<file path="config.mk">
export PLATFORM = sky130hd
export DESIGN_NAME = srgate_array
export DESIGN_NICKNAME = d
export VERILOG_FILES = /design/src/rtl/srgate_pkg.sv /design/src/rtl/srgate_chan.sv /design/src/rtl/srgate_array.sv
export SDC_FILE = /design/constraint.sdc
export NUM_CORES = 1
export LEC_CHECK = 0
export ABC_AREA = 1
export CAP_MARGIN = 5
export CELL_PAD_IN_SITES_DETAIL_PLACEMENT = 2
export CELL_PAD_IN_SITES_GLOBAL_PLACEMENT = 2
export CORE_MARGIN = 3
export CORE_UTILIZATION = 30
export CTS_CLUSTER_DIAMETER = 50
export DETAILED_ROUTE_END_ITERATION = 10
export PLACE_DENSITY_LB_ADDON = 0.1
export SYNTH_ARGS = -nofsm -noshare
export SYNTH_HDL_FRONTEND = slang
export SYNTH_SLANG_ARGS = --single-unit
</file>
<file path="constraint.sdc">
create_clock -name clk_i -period 5.4 [get_ports clk_i]
set_input_delay 0.54 -clock clk_i [delete_from_list [all_inputs] [get_ports clk_i]]
set_output_delay 0.54 -clock clk_i [all_outputs]
set_load 0.05 [all_outputs]
</file>
<file path="src/rtl/srgate_pkg.sv">
// Shared types and helpers for the multi-channel set/reset gate.
// Edge-select encodings and the edge detector used by every channel.
package srgate_pkg;

  typedef enum logic [1:0] {
    EDGE_RISE  = 2'd0,
    EDGE_FALL  = 2'd1,
    EDGE_BOTH  = 2'd2,
    EDGE_RISE3 = 2'd3
  } edge_sel_e;

  function automatic logic edge_detect(
    input logic       cur,
    input logic       prev,
    input logic [1:0] sel
  );
    logic rise;
    logic fall;
    logic hit;
    rise = cur & ~prev;
    fall = ~cur & prev;
    case (edge_sel_e'(sel))
      EDGE_FALL: hit = fall;
      EDGE_BOTH: hit = rise | fall;
      default:   hit = rise;
    endcase
    return hit;
  endfunction

endpackage

</file>
<file path="src/rtl/srgate_chan.sv">
// One set/reset gate channel: edge detect, priority resolve,
// and an optional retriggerable auto-reset counter.
module srgate_chan
  import srgate_pkg::*;
#(
  parameter int CNT_W = 32
) (
  input  logic             clk_i,
  input  logic             reset_n_i,
  input  logic             set_i,
  input  logic             rst_i,
  input  logic [1:0]       set_edge,
  input  logic [1:0]       rst_edge,
  input  logic             rst_prio,
  input  logic             force_set,
  input  logic             force_rst,
  input  logic [CNT_W-1:0] timeout,
  output logic             out_o
);

  logic             set_q;
  logic             rst_q;
  logic             out_q;
  logic             out_d;
  logic [CNT_W-1:0] cnt_q;
  logic [CNT_W-1:0] cnt_d;
  logic             set_ev;
  logic             rst_ev;
  logic             to_ev;
  logic             load;

  assign set_ev = edge_detect(set_i, set_q, set_edge);
  assign rst_ev = edge_detect(rst_i, rst_q, rst_edge);
  assign to_ev  = (timeout != '0) && out_q
               && (cnt_q == CNT_W'(1));

  always_comb begin
    out_d = out_q;
    load  = 1'b0;
    if (force_rst) begin
      out_d = 1'b0;
    end else if (force_set) begin
      out_d = 1'b1;
      load  = 1'b1;
    end else if (set_ev && rst_ev) begin
      out_d = ~rst_prio;
      load  = ~rst_prio;
    end else if (set_ev) begin
      out_d = 1'b1;
      load  = 1'b1;
    end else if (rst_ev || to_ev) begin
      out_d = 1'b0;
    end
  end

  // Counter parks at 1 until expiry; with timeout 0 it stays idle at 0.
  always_comb begin
    cnt_d = cnt_q;
    if (!out_d) begin
      cnt_d = '0;
    end else if (load) begin
      cnt_d = timeout;
    end else if (cnt_q > CNT_W'(1)) begin
      cnt_d = cnt_q - CNT_W'(1);
    end
  end

  always_ff @(posedge clk_i or negedge reset_n_i) begin
    if (!reset_n_i) begin
      set_q <= 1'b0;
      rst_q <= 1'b0;
      out_q <= 1'b0;
      cnt_q <= '0;
    end else begin
      set_q <= set_i;
      rst_q <= rst_i;
      out_q <= out_d;
      cnt_q <= cnt_d;
    end
  end

  assign out_o = out_q;

endmodule

</file>
<file path="src/rtl/srgate_array.sv">
// NUM_CH independent set/reset gates sharing one TIMEOUT register.
// Slices the per-channel register buses onto srgate_chan copies.
module srgate_array
  import srgate_pkg::*;
#(
  parameter int NUM_CH = 4,
  parameter int CNT_W  = 32
) (
  input  logic                clk_i,
  input  logic                reset_n_i,
  input  logic [NUM_CH-1:0]   set_i,
  input  logic [NUM_CH-1:0]   rst_i,
  input  logic [2*NUM_CH-1:0] SET_EDGE,
  input  logic [2*NUM_CH-1:0] RST_EDGE,
  input  logic [NUM_CH-1:0]   RST_PRIO,
  input  logic [NUM_CH-1:0]   FORCE_SET,
  input  logic [NUM_CH-1:0]   FORCE_RST,
  input  logic [CNT_W-1:0]    TIMEOUT,
  output logic [NUM_CH-1:0]   out_o
);

  for (genvar c = 0; c < NUM_CH; c++) begin : g_ch
    srgate_chan #(
      .CNT_W (CNT_W)
    ) u_chan (
      .clk_i     (clk_i),
      .reset_n_i (reset_n_i),
      .set_i     (set_i[c]),
      .rst_i     (rst_i[c]),
      .set_edge  (SET_EDGE[2*c +: 2]),
      .rst_edge  (RST_EDGE[2*c +: 2]),
      .rst_prio  (RST_PRIO[c]),
      .force_set (FORCE_SET[c]),
      .force_rst (FORCE_RST[c]),
      .timeout   (TIMEOUT),
      .out_o     (out_o[c])
    );
  end

endmodule

</file>
=== Yosys cells after proc, flatten, opt, wreduce, memory -nomap -nowiden ===
Index checks and enable logic that the tools add are counted.

* Reduce and logical (&&, ||, !) cells: 17
* Multiplexer cells: 56
* Eq/ne operators: 24
* Order comparisons: 4
* Bitwise logic cells: 44
* $add $sub $neg: 4

{| class="wikitable"
|+ Operators with widths
! kind !! number
|-
| $mux W32 || 12
|-
| $eq A32 B1 Y1 const B || 4
|-
| $gt A32 B1 Y1 const B || 4
|-
| $sub A32 B1 Y32 const B || 4
|-
| $mux W1 || 36
|-
| $reduce_bool A32 Y1 || 1
|-
| $not A1 Y1 || 20
|-
| $and A1 B1 Y1 || 16
|-
| $eq A2 B1 Y1 const B || 8
|-
| $eq A2 B2 Y1 const B || 8
|-
| $pmux W1 S2 || 8
|-
| $logic_and A1 B1 Y1 || 12
|-
| $ne A3 B3 Y1 const B || 4
|-
| $or A1 B1 Y1 || 8
|-
| $logic_or A1 B1 Y1 || 4
|}

* Output and inout bits: 4
* Bits in registers: 140

=== Longest topological paths before layout ===
Gate-level depths: netlist (run 1).

* Depth in word-level cells: 11
* Depth in mapped cells: 16
* Gate-level depth less buffers: 15

=== Hierarchy ===
Synthesis (run 1) repeated with hierarchy kept, for this count alone.

* Cell total of the unflattened synthesis: 1998
* Area, all modules: 12872.3 um2

{| class="wikitable"
|+ Modules (own cells, without submodules)
! module !! area an instance (um2) !! times used !! cells each
|-
| srgate_chan at g_ch[0].u_chan ... || 3296.9 || 2 || 508
|-
| srgate_chan at g_ch[2].u_chan ... || 3139.3 || 2 || 491
|}

=== Worst setup path after synthesis (run 1) ===
OpenSTA, ideal clock, no wires.

* Path type: input to register
* From: input port RST_EDGE[0]
* To: register g_ch[0].u_chan.cnt_q[18]
* Required time: 5.284 ns
* Arrival time: 1.868 ns
* Cell stages on the path: 12
* Path slack: 3.416 ns
* Library setup time: 0.116 ns
* Path buffers: 2
* Cells stage by stage: inv_1 ha_1 inv_1 or2_1 nand3_1 nand2_2 nand2_2 nand2_4 buf_6 a21oi_2 buf_6 nor2_1

* Longest elaborated chain between the ends: 9

{| class="wikitable"
|+ RTL lines
! item !! line !! text
|-
| start: declaration || srgate_array.sv:14 || <nowiki>input logic [2*NUM_CH-1:0] RST_EDGE,</nowiki>
|-
| $eq A2 B2 Y1 / $eq A2 B1 Y1 (equally long branches) || srgate_pkg.sv:22 || <nowiki>case (edge_sel_e'(sel))</nowiki>
|-
| $pmux W1 S2 * || srgate_pkg.sv:22 ||
|-
| $logic_or A1 B1 Y1 || srgate_chan.sv:51 || <nowiki>end else if (rst_ev || to_ev) begin</nowiki>
|-
| $mux W1 || srgate_chan.sv:51 ||
|-
| $mux W1 || srgate_chan.sv:48 || <nowiki>end else if (set_ev) begin</nowiki>
|-
| $mux W1 || srgate_chan.sv:45 || <nowiki>end else if (set_ev && rst_ev) begin</nowiki>
|-
| $mux W1 || srgate_chan.sv:42 || <nowiki>end else if (force_set) begin</nowiki>
|-
| $mux W1 || srgate_chan.sv:40 || <nowiki>if (force_rst) begin</nowiki>
|-
| $ne A3 B3 Y1 (no source line) / $mux W32 (equally long branches) || - ||
|-
| end signal: assignment || srgate_chan.sv:78 || <nowiki>cnt_q <= cnt_d;</nowiki>
|-
| end: declaration || srgate_chan.sv:25 || <nowiki>logic [CNT_W-1:0] cnt_q;</nowiki>
|}

Mark *: on every way between the ends. The rest lies on a longest branch, timed or not.
A chain may end at the register's enable or synchronous reset.

=== Worst setup path in the final report (run 1) ===
* From: input port rst_i[3]
* To: register g_ch[3].u_chan.cnt_q[13]

* Longest elaborated chain between the ends: 11

{| class="wikitable"
|+ RTL lines
! item !! line !! text
|-
| start: declaration || srgate_array.sv:12 || <nowiki>input logic [NUM_CH-1:0] rst_i,</nowiki>
|-
| $not A1 Y1 || srgate_pkg.sv:21 || <nowiki>fall = ~cur & prev;</nowiki>
|-
| $and A1 B1 Y1 || srgate_pkg.sv:21 ||
|-
| $or A1 B1 Y1 || srgate_pkg.sv:24 || <nowiki>EDGE_BOTH: hit = rise | fall;</nowiki>
|-
| $pmux W1 S2 * || srgate_pkg.sv:22 ||
|-
| $logic_or A1 B1 Y1 || srgate_chan.sv:51 ||
|-
| $mux W1 || srgate_chan.sv:51 ||
|-
| $mux W1 || srgate_chan.sv:48 ||
|-
| $mux W1 || srgate_chan.sv:45 ||
|-
| $mux W1 || srgate_chan.sv:42 ||
|-
| $mux W1 || srgate_chan.sv:40 ||
|-
| $ne A3 B3 Y1 (no source line) / $mux W32 (equally long branches) || - ||
|-
| end signal: assignment || srgate_chan.sv:78 ||
|-
| end: declaration || srgate_chan.sv:25 ||
|}

Marked as above.

==> flow_metrics.env, run 1 <==
export IMPL_synth_area_sq_um=11930
export IMPL_max_slew_margin_pct=34.11
export IMPL_cts_tree="yes"
export IMPL_nets=1989
export IMPL_grt_overflow=0
export IMPL_syn2layout_area_growth_pct=13.30
export IMPL_grt_max_degree=54
export IMPL_hold_buffers=0
export IMPL_final_layout_size_suffix_gt1_share_pct=10.36
export IMPL_hold_viol=0
export IMPL_track_usage_pct=23.55
export IMPL_grt_use_met2_pct=41.80
export IMPL_drc=0
export IMPL_power_density_nw_per_um2=416.8
export IMPL_final_cell_mix="495 x nand2_1, 291 x nor2_1, 264 x inv_1"
export IMPL_syn_avg_cell_area_sq_um=6.519
export IMPL_syn_nets=1940
export IMPL_power_total_mw=5.634
export IMPL_die_x_microns=205.4
export IMPL_fin_area_sq_um=13520
export IMPL_use_met1_pct=30.20
export IMPL_grt_most_used_layer="met2"
export IMPL_whs_ps=54.03
export IMPL_final_cells=2411
export IMPL_fin_crit_ps=3172
export IMPL_cp_start_kind="input pin"
export IMPL_tightest_slew_ps=985.9
export IMPL_final_antenna_net_count=0
export IMPL_hp_class="input pin to asynchronous set/reset pin"
export IMPL_port_buffers=73
export IMPL_drt_vias_per_instance=4.920
export IMPL_slew_viol_final=0
export IMPL_yosys_area_top_type="dfrtp_1"
export IMPL_cp_arrival_ps=3510
export IMPL_clock_latency_ps=460
export IMPL_status="complete, no violations"
export IMPL_cts_made_buffers=17
export IMPL_dpl_cell_count=2378
export IMPL_rows=72
export IMPL_rsz0062_at_grt="no"
export IMPL_ys_flop_type="dfrtp_1"
export IMPL_wire_per_inst_microns=20.02
export IMPL_cts_resized=0
export IMPL_maxCapViolCount=0
export IMPL_synthArstFlopShare_pct=100.0
export IMPL_gp_congestion=0.8036
export IMPL_cts_root_buf="clkbuf_16"
export IMPL_synth_edff_count=0
export IMPL_die_h_microns=205.4
export IMPL_path_max_fanout=51
export IMPL_placed_area_sq_um=12950
export IMPL_yosysSeqAreaShare_pct=29.37
export IMPL_setup_tns_ps=0
export IMPL_drt_pass1_iter_count=5
export IMPL_ys_types=36
export IMPL_grt_pass1_vias=13020
export IMPL_setup_ws_ps=2228
export IMPL_leakage_nw=7.383
export IMPL_irDropWorstVdd_v=0.0001999
export IMPL_cts_htree_levels=4
export IMPL_dp_slack_ps=1727
export IMPL_synth_cells=1830
export IMPL_setup_viol=0
export IMPL_postCtsSetupBuffers=0
export IMPL_initial_utilization_pct=30.58
export IMPL_final_common_cell="nand2_1"
export IMPL_skew_ps=11.96
export IMPL_yosys_warnings=0
export IMPL_io_pins=74
export IMPL_critPathKind="input pin to flop"
export IMPL_dieArea_sq_um=42190
export IMPL_fp_coreArea_sq_um=39010
export IMPL_grt_pass1_wl_mm=75.90
export IMPL_antenna_found_initial=2
export IMPL_clk_pin_slew_ps=70
export IMPL_synth_top_area_share_pct=29.37
export IMPL_fin_util_pct=34.65
export IMPL_crit_path_end_kind="flop"
export IMPL_worstPathRequired_ps=5740
export IMPL_dpl_hpwl_mm=36.55
export IMPL_drt_iter0_drc=553
export IMPL_synth_area_leaders="dfrtp_1 29%, nand2_1 16%, nor2_1 9.2%"
export IMPL_grt_met3_usage_pct=4.097
export IMPL_vias=11863
export IMPL_max_freq_mhz=315.3
export IMPL_cts_sinks=140
export IMPL_finalCritPeriodShare_pct=58.73
export IMPL_ys_ff_latch=140
export IMPL_routed_wl_mm=48.28
export IMPL_cts_path_max_buffers=2
==> cell usage after synthesis, types with 13 or more instances <==
cell type	instances
inv_1	264
dfrtp_1	140
o21ai_1	20
inv_2	24
buf_6	22
nand3_2	26
nand2_1	495
o21ai_0	54
a21oi_1	13
xor2_1	45
xnor2_1	17
nor2_2	25
nand3_1	183
ha_1	40
nand2_2	31
nor2_4	20
nand4_1	33
nand2_4	18
nor2_1	291
==> cell type report <==
type / count / area [sq um]
timing repair buffer: 76 / 754.5
fill: 4774 / 25490
inverter: 289 / 1085
multi-input combinational: 1355 / 6962
clock inverter: 14 / 121.4
clock buffer: 18 / 439.2
tap: 518 / 648.1
sequential: 140 / 3503
antenna: 1 / 2.502
==> worst max-delay path: stages <==
cell             delay (ps)
clkdlybuf4s50_1         500
inv_1                    60
ha_1                    280
inv_1                    60
nand2_1                  40
nand3_1                  80
nand3_1                 170
nand2_2                 140
nand2_2                  90
nand2_4                 440
nand2_1                 720
nand3_1                 310
inv_1                    60
==> where the power goes <==
part	leakage (nW)	internal, mW	switching (mW)
sequential	1.87	1.22	0.222
combinational	5.25	0.933	2.05
clock	0.272	0.645	0.555
total	7.38	2.80	2.83
==> state kept, by name, indices dropped and copies added (netlist names) <==
signal and flops:
g_ch.u_chan.rst_q 4, g_ch.u_chan.out_o 4, g_ch.u_chan.set_q 4, g_ch.u_chan.cnt_q 128
==> kinds of logic (layout without fill, tap and decap cells) <==
| group | after synthesis | after routing | synth area share, % |
|---|---|---|---|
| simple gates | 1140 | 1140 | 44.05 |
| buf+inv | 335 | 397 | 12.27 |
| flops | 140 | 140 | 29.37 |
| compound gates | 113 | 113 | 5.559 |
| xor+xnor | 62 | 62 | 4.552 |
| fa+ha+maj | 40 | 40 | 4.196 |
| other cells | 0 | 1 | 0 |
==> path summary, 6_finish.rpt <==
path,cells after the start,slack (ps),end,start
min in group clk_i,1,580,g_ch[1].u_chan.set_q,set_i[1]
worst min-delay path,1,50,g_ch[0].u_chan.cnt_q[1],reset_n_i
worst max register to register,11,2480,g_ch[3].u_chan.cnt_q[13],g_ch[3].u_chan.rst_q
max in group asynchronous,2,4180,g_ch[2].u_chan.cnt_q[6],reset_n_i
worst min register to register,3,610,g_ch[1].u_chan.cnt_q[30],g_ch[1].u_chan.cnt_q[30]
worst max-delay path,13,2230,g_ch[3].u_chan.cnt_q[13],rst_i[3]
==> per-layer routing <==
layer  vias up  share of wire (%)
met1      5941                 46
met5         -                  0
met4         0                1.4
li1       5734                  -
met3        33                3.4
met2       155                 50
(Power assumes the default switching activity.)
==> run 2, diff against run 1 <==
- clock period: 5.4 -> 2.9 ns (I/O delays scaled with it)
==> run 2 against run 1 <==
Effect of this change:
- the flow now finishes with violations (negative hold slack)
- die area is the same
- worst setup slack lost 1500 ps
- register-to-register slack lost 1700 ps
- critical endpoint is now g_ch[3].u_chan.cnt_q[15]
- clock power grew 94%
- global-route usage grew 0.54 points
- largest power group unchanged
==> flow_metrics.env, run 2 (synthesis gave the netlist of run 1 again) <==
export IMPL_critPathKind="input pin to flop"
export IMPL_dpl_hpwl_mm=38.70
export IMPL_swShare_pct=49.33
export IMPL_track_usage_pct=24.09
export IMPL_finalCritPeriodShare_pct=76.20
export IMPL_final_antenna_net_count=0
export IMPL_cts_path_max_buffers=2
export IMPL_gp_congestion=0.8374
export IMPL_path_max_fanout=19
export IMPL_cp_arrival_ps=2610
export IMPL_hold_buffers=0
export IMPL_die_h_microns=205.4
export IMPL_cts_root_buf="clkbuf_16"
export IMPL_fp_coreArea_sq_um=39010
export IMPL_largest_register_ffs=128
export IMPL_r2r_worst_path_cells=13
export IMPL_clkPwrFrac_pct=21.7
export IMPL_crit_path_end_kind="flop"
export IMPL_initial_utilization_pct=30.58
export IMPL_dpl_cell_count=2434
export IMPL_power_density_nw_per_um2=760.3
export IMPL_p_int_mw=5.441
export IMPL_setup_tns_ps=0
export IMPL_max_slew_margin_pct=42.25
export IMPL_grt_pass1_wl_mm=77.25
export IMPL_cts_made_buffers=17
export IMPL_drt_iter0_drc=518
export IMPL_final_cell_mix="495 x nand2_1, 291 x nor2_1, 264 x inv_1"
export IMPL_syn2layout_area_growth_pct=18.40
export IMPL_cts_sinks=140
export IMPL_power_frac_seq_pct=25.0
export IMPL_nets=2045
export IMPL_hp_class="input pin to asynchronous set/reset pin"
export IMPL_fin_crit_ps=2210
export IMPL_drt_pass1_iter_count=4
export IMPL_irDropWorstVdd_v=0.0003742
export IMPL_final_common_cell="nand2_1"
export IMPL_rsz0062_at_grt="no"
export IMPL_violations="negative hold slack"
export IMPL_maxCapViolCount=0
export IMPL_p_sw_mw=5.298
export IMPL_io_pins=74
export IMPL_whs_ps=-25.56
export IMPL_vias=12009
export IMPL_rows=72
export IMPL_antenna_found_initial=1
export IMPL_grt_overflow=0
export IMPL_setup_viol=0
export IMPL_port_buffers=73
export IMPL_max_freq_mhz=452.5
export IMPL_power_total_mw=10.74
export IMPL_regMostFlops="g_ch.u_chan.cnt_q"
export IMPL_hold_viol=12
export IMPL_drt_vias_per_instance=4.868
export IMPL_final_cells=2467
export IMPL_routed_wl_mm=49.09
export IMPL_skew_ps=11.09
export IMPL_power_frac_comb_pct=53.3
export IMPL_drc=0
export IMPL_wire_per_inst_microns=19.90
export IMPL_cts_tree="yes"
export IMPL_cts_resized=0
export IMPL_grt_pass1_vias=13492
export IMPL_postCtsSetupBuffers=0
export IMPL_cts_htree_levels=4
export IMPL_clock_latency_ps=460
export IMPL_die_x_microns=205.4
export IMPL_grt_max_degree=141
export IMPL_worstPathRequired_ps=3300
export IMPL_status="finished, violations left"
export IMPL_cp_start_kind="input pin"
export IMPL_clk_pin_slew_ps=70
export IMPL_slew_viol_final=0
export IMPL_tightest_slew_ps=866.2
export IMPL_final_layout_size_suffix_gt1_share_pct=12.89
export IMPL_dieArea_sq_um=42190
export IMPL_leakage_nw=7.711
## run 2: metal layers
layer  track usage, %  vias to the layer above  share of wire [%]
li1                 -                     5830                  -
met5                0                        -                  0
met2            42.35                      156                 49
met4            6.297                        0                2.4
met1            30.31                     5976                 44
met3            4.477                       47                4.7
## run 2: worst max-delay path, stage by stage
cell and delay (ps):
clkdlybuf4s50_1 520, inv_1 60, ha_1 290, inv_1 60, nand2_1 50, nand3_1 90
nand3_1 170, nand2_2 130, nand2_2 100, nand2_4 210, buf_4 270, nand2_1 90
o21ai_1 90, nand3_1 100, inv_1 70
## run 2: per-stage QoR
stage,utilization (%),area [sq um],setup WS (ps)
after detailed placement,34.70,13540,210.8
after floorplan,-,11930,1166
after global placement,34.70,13540,314.1
final,36.21,14120,690.2
after CTS,36.20,14120,657.1
after global routing,36.20,14120,469.6
## run 2: power by group through the flow
| stage | clock (mW) | sequential [mW] | combinational (mW) |
|---|---|---|---|
| 6_report | 2.33 | 2.68 | 5.73 |
| 5_1_grt | 2.46 | 2.75 | 6.53 |
| 4_1_cts | 2.39 | 2.69 | 5.81 |
| 3_5_place_dp | 0 | 2.72 | 5.76 |
| 3_3_place_gp | 0 | 2.71 | 5.54 |
| 2_1_floorplan | 0 | 2.58 | 4.12 |
## run 2: cell type report
| class | instances | area (sq um) |
|---|---|---|
| antenna | 1 | 2.502 |
| clock buffer | 19 | 442.9 |
| clock inverter | 13 | 142.6 |
| fill | 4780 | 24880 |
| inverter | 289 | 1085 |
| multi-input combinational | 1355 | 6962 |
| sequential | 140 | 3503 |
| tap | 518 | 648.1 |
| timing repair buffer | 132 | 1338 |
## run 2: worst paths after layout
| path | startpoint | to | slack, ps |
|---|---|---|---|
| worst max register to register | g_ch[3].u_chan.rst_q | g_ch[3].u_chan.cnt_q[15] | 740 |
| worst min register to register | g_ch[3].u_chan.cnt_q[1] | g_ch[3].u_chan.cnt_q[1] | 600 |
| min in group clk_i | set_i[1] | g_ch[1].u_chan.set_q | 340 |
| worst max-delay path | rst_i[3] | g_ch[3].u_chan.cnt_q[15] | 690 |
| max in group asynchronous | reset_n_i | g_ch[1].u_chan.cnt_q[28] | 2300 |
| worst min-delay path | reset_n_i | g_ch[0].u_chan.cnt_q[1] | -30 |
==> run 3, diff against run 2 <==
- clock period: 2.9 -> 1.95 ns (I/O delays scaled with it)
==> run 3 against run 2 <==
Effect of this change:
- the flow finishes with violations (negative setup slack)
- critical path type is now flop to flop
- utilization up 7.3 points
- clock skew up 1.4 ps
- largest cell class unchanged
- non-clock buffer count up 166
- largest power group unchanged
- power up 76%
==> flow_metrics.env, run 3 (synthesis gave the netlist of run 1 again) <==
export IMPL_diodes=0
export IMPL_antenna_found_initial=2
export IMPL_cts_made_buffers=17
export IMPL_setup_ws_ps=-114.6
export IMPL_rsz0062_at_grt="yes"
export IMPL_cts_htree_levels=4
export IMPL_max_slew_margin_pct=57.34
export IMPL_routed_wl_mm=58.78
export IMPL_final_common_cell="nand2_1"
export IMPL_tightest_slew_ps=639.9
export IMPL_setup_tns_ps=-1266
export IMPL_drt_vias_per_instance=5.005
export IMPL_fp_coreArea_sq_um=39010
export IMPL_leakage_nw=8.986
export IMPL_track_usage_pct=25.80
export IMPL_grt_pass1_wl_mm=82.14
export IMPL_whs_ps=218.0
export IMPL_die_h_microns=205.4
export IMPL_grt_overflow=0
export IMPL_status="finished, violations left"
export IMPL_cts_tree="yes"
export IMPL_clk_pin_slew_ps=70
export IMPL_worstPathRequired_ps=2320
export IMPL_crit_path_end_kind="flop"
export IMPL_cts_path_max_buffers=2
export IMPL_critPathKind="flop to flop"
export IMPL_cp_arrival_ps=2430
export IMPL_grt_pass1_vias=14262
export IMPL_crit_top_cell="nand2_1"
export IMPL_maxCapViolCount=0
export IMPL_crit_family="simple AND/OR/NAND/NOR gates"
export IMPL_initial_utilization_pct=30.58
export IMPL_wire_per_inst_microns=22.33
export IMPL_fin_crit_ps=2065
export IMPL_power_density_nw_per_um2=1110
export IMPL_hold_viol=0
export IMPL_io_pins=74
export IMPL_cts_sinks=140
export IMPL_drc=0
export IMPL_cp_start_kind="flop"
export IMPL_path_max_fanout=7
export IMPL_final_cell_mix="433 x nand2_1, 250 x inv_1, 241 x nor2_1"
export IMPL_ff2ff_setup_slack_ps=-110
export IMPL_irDropWorstVdd_v=0.0006575
export IMPL_hp_class="input pin to flop"
export IMPL_slew_viol_final=0
export IMPL_rows=72
export IMPL_port_buffers=73
export IMPL_skew_ps=12.47
export IMPL_dieArea_sq_um=42190
export IMPL_syn2layout_area_growth_pct=42.35
export IMPL_drt_iter0_drc=635
export IMPL_critPathSlowestCell="dfrtp_1"
export IMPL_gp_congestion=0.8401
export IMPL_finalCritPeriodShare_pct=105.9
export IMPL_dp_slack_ps=-432.9
export IMPL_cts_root_buf="clkbuf_16"
export IMPL_final_layout_size_suffix_gt1_share_pct=30.21
export IMPL_cpPeakStageDelay_ps=380
export IMPL_max_freq_mhz=484.4
export IMPL_placed_area_sq_um=14590
export IMPL_fin_area_sq_um=16980
export IMPL_clock_latency_ps=490
export IMPL_nets=2212
export IMPL_setup_viol=30
export IMPL_violations="negative setup slack"
export IMPL_dpl_hpwl_mm=41.60
export IMPL_critPathBufInv=3
export IMPL_final_antenna_net_count=0
export IMPL_drt_pass1_iter_count=5
export IMPL_cp_cell_sequence="ha_1 -> inv_1 -> nand2_1 -> nand2_1 -> nand2_1 -> nand2_2 -> nand2_4 -> buf_6 -> a21oi_4 -> clkbuf_16 -> nand2_2 -> nand3_1 -> nor2_1"
export IMPL_vias=13179
export IMPL_grt_max_degree=50
export IMPL_die_x_microns=205.4
export IMPL_largest_register_ffs=128
export IMPL_regMostFlops="g_ch.u_chan.cnt_q"
-- run 3: changes by cell type in the layout (fill, tap and decap cells not counted), moves of 20 or more --
cell / before / now
nor2_1: 291 / 241
o21ai_0: 54 / 29
o21ai_2: 2 / 22
nor2_2: 25 / 62
buf_4: 46 / 167
nand2_1: 495 / 433
nand3_2: 26 / 70
nand3_1: 183 / 133
nand2_2: 31 / 67
-- run 3: layout make-up --
class | instances | area, sq um
Clock buffer | 19 | 442.9
Inverter | 289 | 1090
Fill cell | 4513 | 22030
Sequential cell | 140 | 3515
Multi-Input combinational cell | 1356 | 8030
Clock inverter | 13 | 214.0
Tap cell | 518 | 648.1
Timing Repair Buffer | 298 | 3042
-- run 3: worst reg2reg max path: stages, from the launching register on --
cell       delay, ps
dfrtp_1          380
ha_1             270
inv_1             70
nand2_1           60
nand2_1           80
nand2_1           70
nand2_2          130
nand2_4           90
buf_6            130
a21oi_4          230
clkbuf_16        220
nand2_2           70
nand3_1           90
nor2_1            70
-- run 3: timing repair --
| item | in CTS | in global routing |
|---|---|---|
| pin swaps | 2 | 67 |
| hold buffers | 1 | 0 |
| setup endpoints to repair | 37 | 129 |
| hold endpoints to repair | 42 | 0 |
| buffers inserted | 1 | 29 |
| gates cloned | 0 | 17 |
| resized for setup | 14 | 314 |
-- run 3: per-stage QoR --
step | power (mW) | instances | util, %
2_1_floorplan | 9.972 | 1830 | -
3_3_place_gp | 12.97 | 2553 | 37.41
3_5_place_dp | 13.36 | 2553 | 37.41
4_1_cts | 17.39 | 2587 | 39.28
5_1_grt | 20.24 | 2633 | 43.53
6_report | 18.85 | 2633 | 43.53
-- run 3: report_power, final --
part	switching, mW	internal, mW	total, mW
clock network	1.54	2.31	3.85
registers	0.636	3.40	4.04
logic	6.97	4.00	11.0
-- run 3: layer usage --
metal | global-route usage [%] | vias to the layer above | share of wire, %
li1 | - | 6183 | -
met1 | 31.79 | 6691 | 42
met2 | 44.49 | 223 | 50
met3 | 4.952 | 80 | 3.8
met4 | 9.812 | 2 | 3.4
met5 | 0.8333 | - | 0.075
-- run 3: worst paths after layout --
| check | start | to | depth (start not counted) |
|---|---|---|---|
| hold reg to reg | g_ch[1].u_chan.cnt_q[30] | g_ch[1].u_chan.cnt_q[30] | 3 |
| setup reg to reg | g_ch[3].u_chan.set_q | g_ch[3].u_chan.cnt_q[28] | 13 |
| min in group asynchronous | reset_n_i | g_ch[0].u_chan.cnt_q[3] | 2 |
| max in group asynchronous | reset_n_i | g_ch[2].u_chan.cnt_q[20] | 3 |
| hold / removal | rst_i[2] | g_ch[2].u_chan.rst_q | 1 |
| setup / recovery | g_ch[3].u_chan.set_q | g_ch[3].u_chan.cnt_q[28] | 13 |
==> RTL change, RTL diff (settings of run 2) <==
Put a register stage on the output `out_o`. The value now appears one clock later.
--- a/src/rtl/srgate_array.sv
+++ b/src/rtl/srgate_array.sv
@@ -20,4 +20,6 @@
 );
 
+  logic [NUM_CH-1:0] out_c;
+
   for (genvar c = 0; c < NUM_CH; c++) begin : g_ch
     srgate_chan #(
@@ -34,6 +36,10 @@
       .force_rst (FORCE_RST[c]),
       .timeout   (TIMEOUT),
-      .out_o     (out_o[c])
+      .out_o     (out_c[c])
     );
+  end
+
+  always_ff @(posedge clk_i) begin
+      out_o <= out_c;
   end
 
Formal check against the unedited RTL: not equivalent (Yosys sat finds a counterexample within 4 cycles, from zero or initial values and one cycle with reset_n_i low).
==> RTL change against run 2 <==
Total power is 1.0% higher. First-iteration DRC count shrank 8.3%. Wire length fell by 2.0%. Worst setup slack got worse by 0.37 ns. Largest cell class unchanged. Cell count decreased by 1.4%. Critical path depth decreased by 5. Sequential cell count rose by 4. Via count rose by 0.14%. Final area decreased by 4.4%. Synthesized area is 5.2% lower. Global-route usage increased by 0.23 points.
==> RTL change: results (changes against run 2) <==
Status
The run finished with clean final reports.

Setup path
The worst stage delay on the critical path is 0.44 ns (-0.08 ns). The slowest library cell on the worst path is sky130_fd_sc_hd__dfrtp_1. The kind of cell with the highest combined delay along the critical path is simple AND/OR/NAND/NOR gates.

The data arrival time of the worst path came to 2.93 ns (+0.32 ns).

Placement
The global placer's final weighted congestion was 0.8572 (+2.4%). The detailed placer's ending HPWL was 37190 um (-3.9%).

Final layout
The number of nets in the final layout is 2027 (-0.88%). The antenna diode instance count is 0 (-1). The fraction of layout instances using a drive strength above 1 is 6.013% (-6.9 points).

The number of standard cells in the final layout excluding fillers is 2433 (-1.4%).

Clocking
The maximum clock insertion buffer count is 2 (unchanged). The number of buffers added to fix hold violations after cts is 1 (+1).

Yosys
In the synthesized netlist, the cells that appear most often are 544 x sky130_fd_sc_hd__nand2_1, 333 x sky130_fd_sc_hd__nor2_1, 257 x sky130_fd_sc_hd__inv_1. By area the synthesized netlist is led by sky130_fd_sc_hd__dfrtp_1 31%, sky130_fd_sc_hd__nand2_1 18%, sky130_fd_sc_hd__nor2_1 11%, sky130_fd_sc_hd__nand3_1 9.8%, sky130_fd_sc_hd__inv_1 8.5%. The sequential element share of the synthesized area is 31.70% (+2.3 points). The number of distinct standard cells referenced by the synthesized netlist is 35 (-2.8%). The synthesized netlist net count was 1927 (-0.67%).

The synthesized netlist cell count came to 1817 (-0.71%).

Drt
The detailed-router iteration count before antenna repair is 5 (+1). The via count normalized by instance count is 4.943 (+1.5%). The total wire length after detailed routing is 48110 um (-2.0%). The count of routing violations after the opening detailed-route iteration is 475 (-8.3%).

Pwr
The internal power component is 0.005458 W (+0.32%). The leakage power total is 7.574 nW (-1.8%). The peak supply drop is 0.4345 mV (+16%).

GRT
The number of global-route vias before repair is 13.18k (-2.3%). The global-route usage over all layers came to 24.32% (+0.23 points). The wire length of the first global-routing pass is 76020 um (-1.6%). The pin count of the biggest net entering global routing is 61 (-57%).

STA
The max-slew headroom at the worst pin is 54.29% (+12 points). The maximum clock skew at final layout is 0.01356 ns (+0.002468 ns).
==> RTL change: final timing paths <==
path / endpoint / slack (ns) / cells past startpoint / from
max: g_ch[3].u_chan.cnt_q[0] / 0.33 / 10 / g_ch[3].u_chan.cnt_q[0]
min reg2reg: out_o[2] / 0.37 / 0 / g_ch[2].u_chan.out_o
max in group asynchronous: g_ch[0].u_chan.cnt_q[10] / 1.75 / 3 / reset_n_i
min: g_ch[3].u_chan.set_q / 0.33 / 1 / set_i[3]
min in group asynchronous: g_ch[0].u_chan.cnt_q[14] / 0.43 / 2 / reset_n_i
max reg2reg: g_ch[3].u_chan.cnt_q[0] / 0.33 / 10 / g_ch[3].u_chan.cnt_q[0]
==> RTL change: area by class of cell <==
cell class | count | area (um^2)
Clock buffer | 21 | 460.4
Clock inverter | 10 | 88.84
Fill cell | 4612 | 23370
Inverter | 260 | 978.4
Multi-Input combinational cell | 1365 | 6482
Sequential cell | 144 | 3583
Tap cell | 504 | 630.6
Timing Repair Buffer | 129 | 1280
==> RTL change: power by group through the flow <==
stage               clock network (W)  registers (W)  logic [W]
detailed placement                  0        0.00281    0.00583
CTS                           0.00226        0.00278    0.00591
global placement                    0        0.00281    0.00560
finish                        0.00220        0.00278    0.00587
global route                  0.00233        0.00284    0.00671
floorplan                           0        0.00269    0.00407
==> RTL change: through the flow <==
step	power (W)	setup WS (ns)	hold WS [ns]	cell area [um^2]
6_report	0.01085	0.3251	0.3310	13500
5_1_grt	0.01188	0.2277	0.3249	13500
4_1_cts	0.01096	0.3924	0.3132	13500
3_5_place_dp	0.008643	0.1897	0.3612	12940
3_3_place_gp	0.008410	0.3447	0.3667	12940
2_1_floorplan	0.006760	1.066	-0.005591	11310
==> RTL change: worst register-to-register path: cells and delay by family (launching register included) <==
family | cells | cell delay, ns
AND/OR/NAND/NOR | 5 | 0.93
flip-flops | 1 | 0.44
AO/OA/AOI/OAI | 2 | 0.41
buffers and inverters | 2 | 0.35
adder cells (fa/ha/maj) | 1 | 0.34
==> RTL change: logic make-up (layout without fill, tap and decap cells) <==
family / Yosys count / in the layout / share of synthesized area [%]
fa+ha+maj: 40 / 40 / 4.427
compound gates: 100 / 100 / 5.091
xor+xnor: 61 / 61 / 4.726
flops: 144 / 144 / 31.70
buf+inv: 308 / 420 / 10.97
simple gates: 1164 / 1164 / 43.09
==> RTL change: per-layer routing <==
metal  up-vias  part of all wire [%]  GRT usage (%)
met1      6072                    47          31.91
met3        43                   2.2          3.624
met5         -                     0              0
met4         0                   1.7          5.383
li1       5794                     -              -
met2       117                    49          42.44
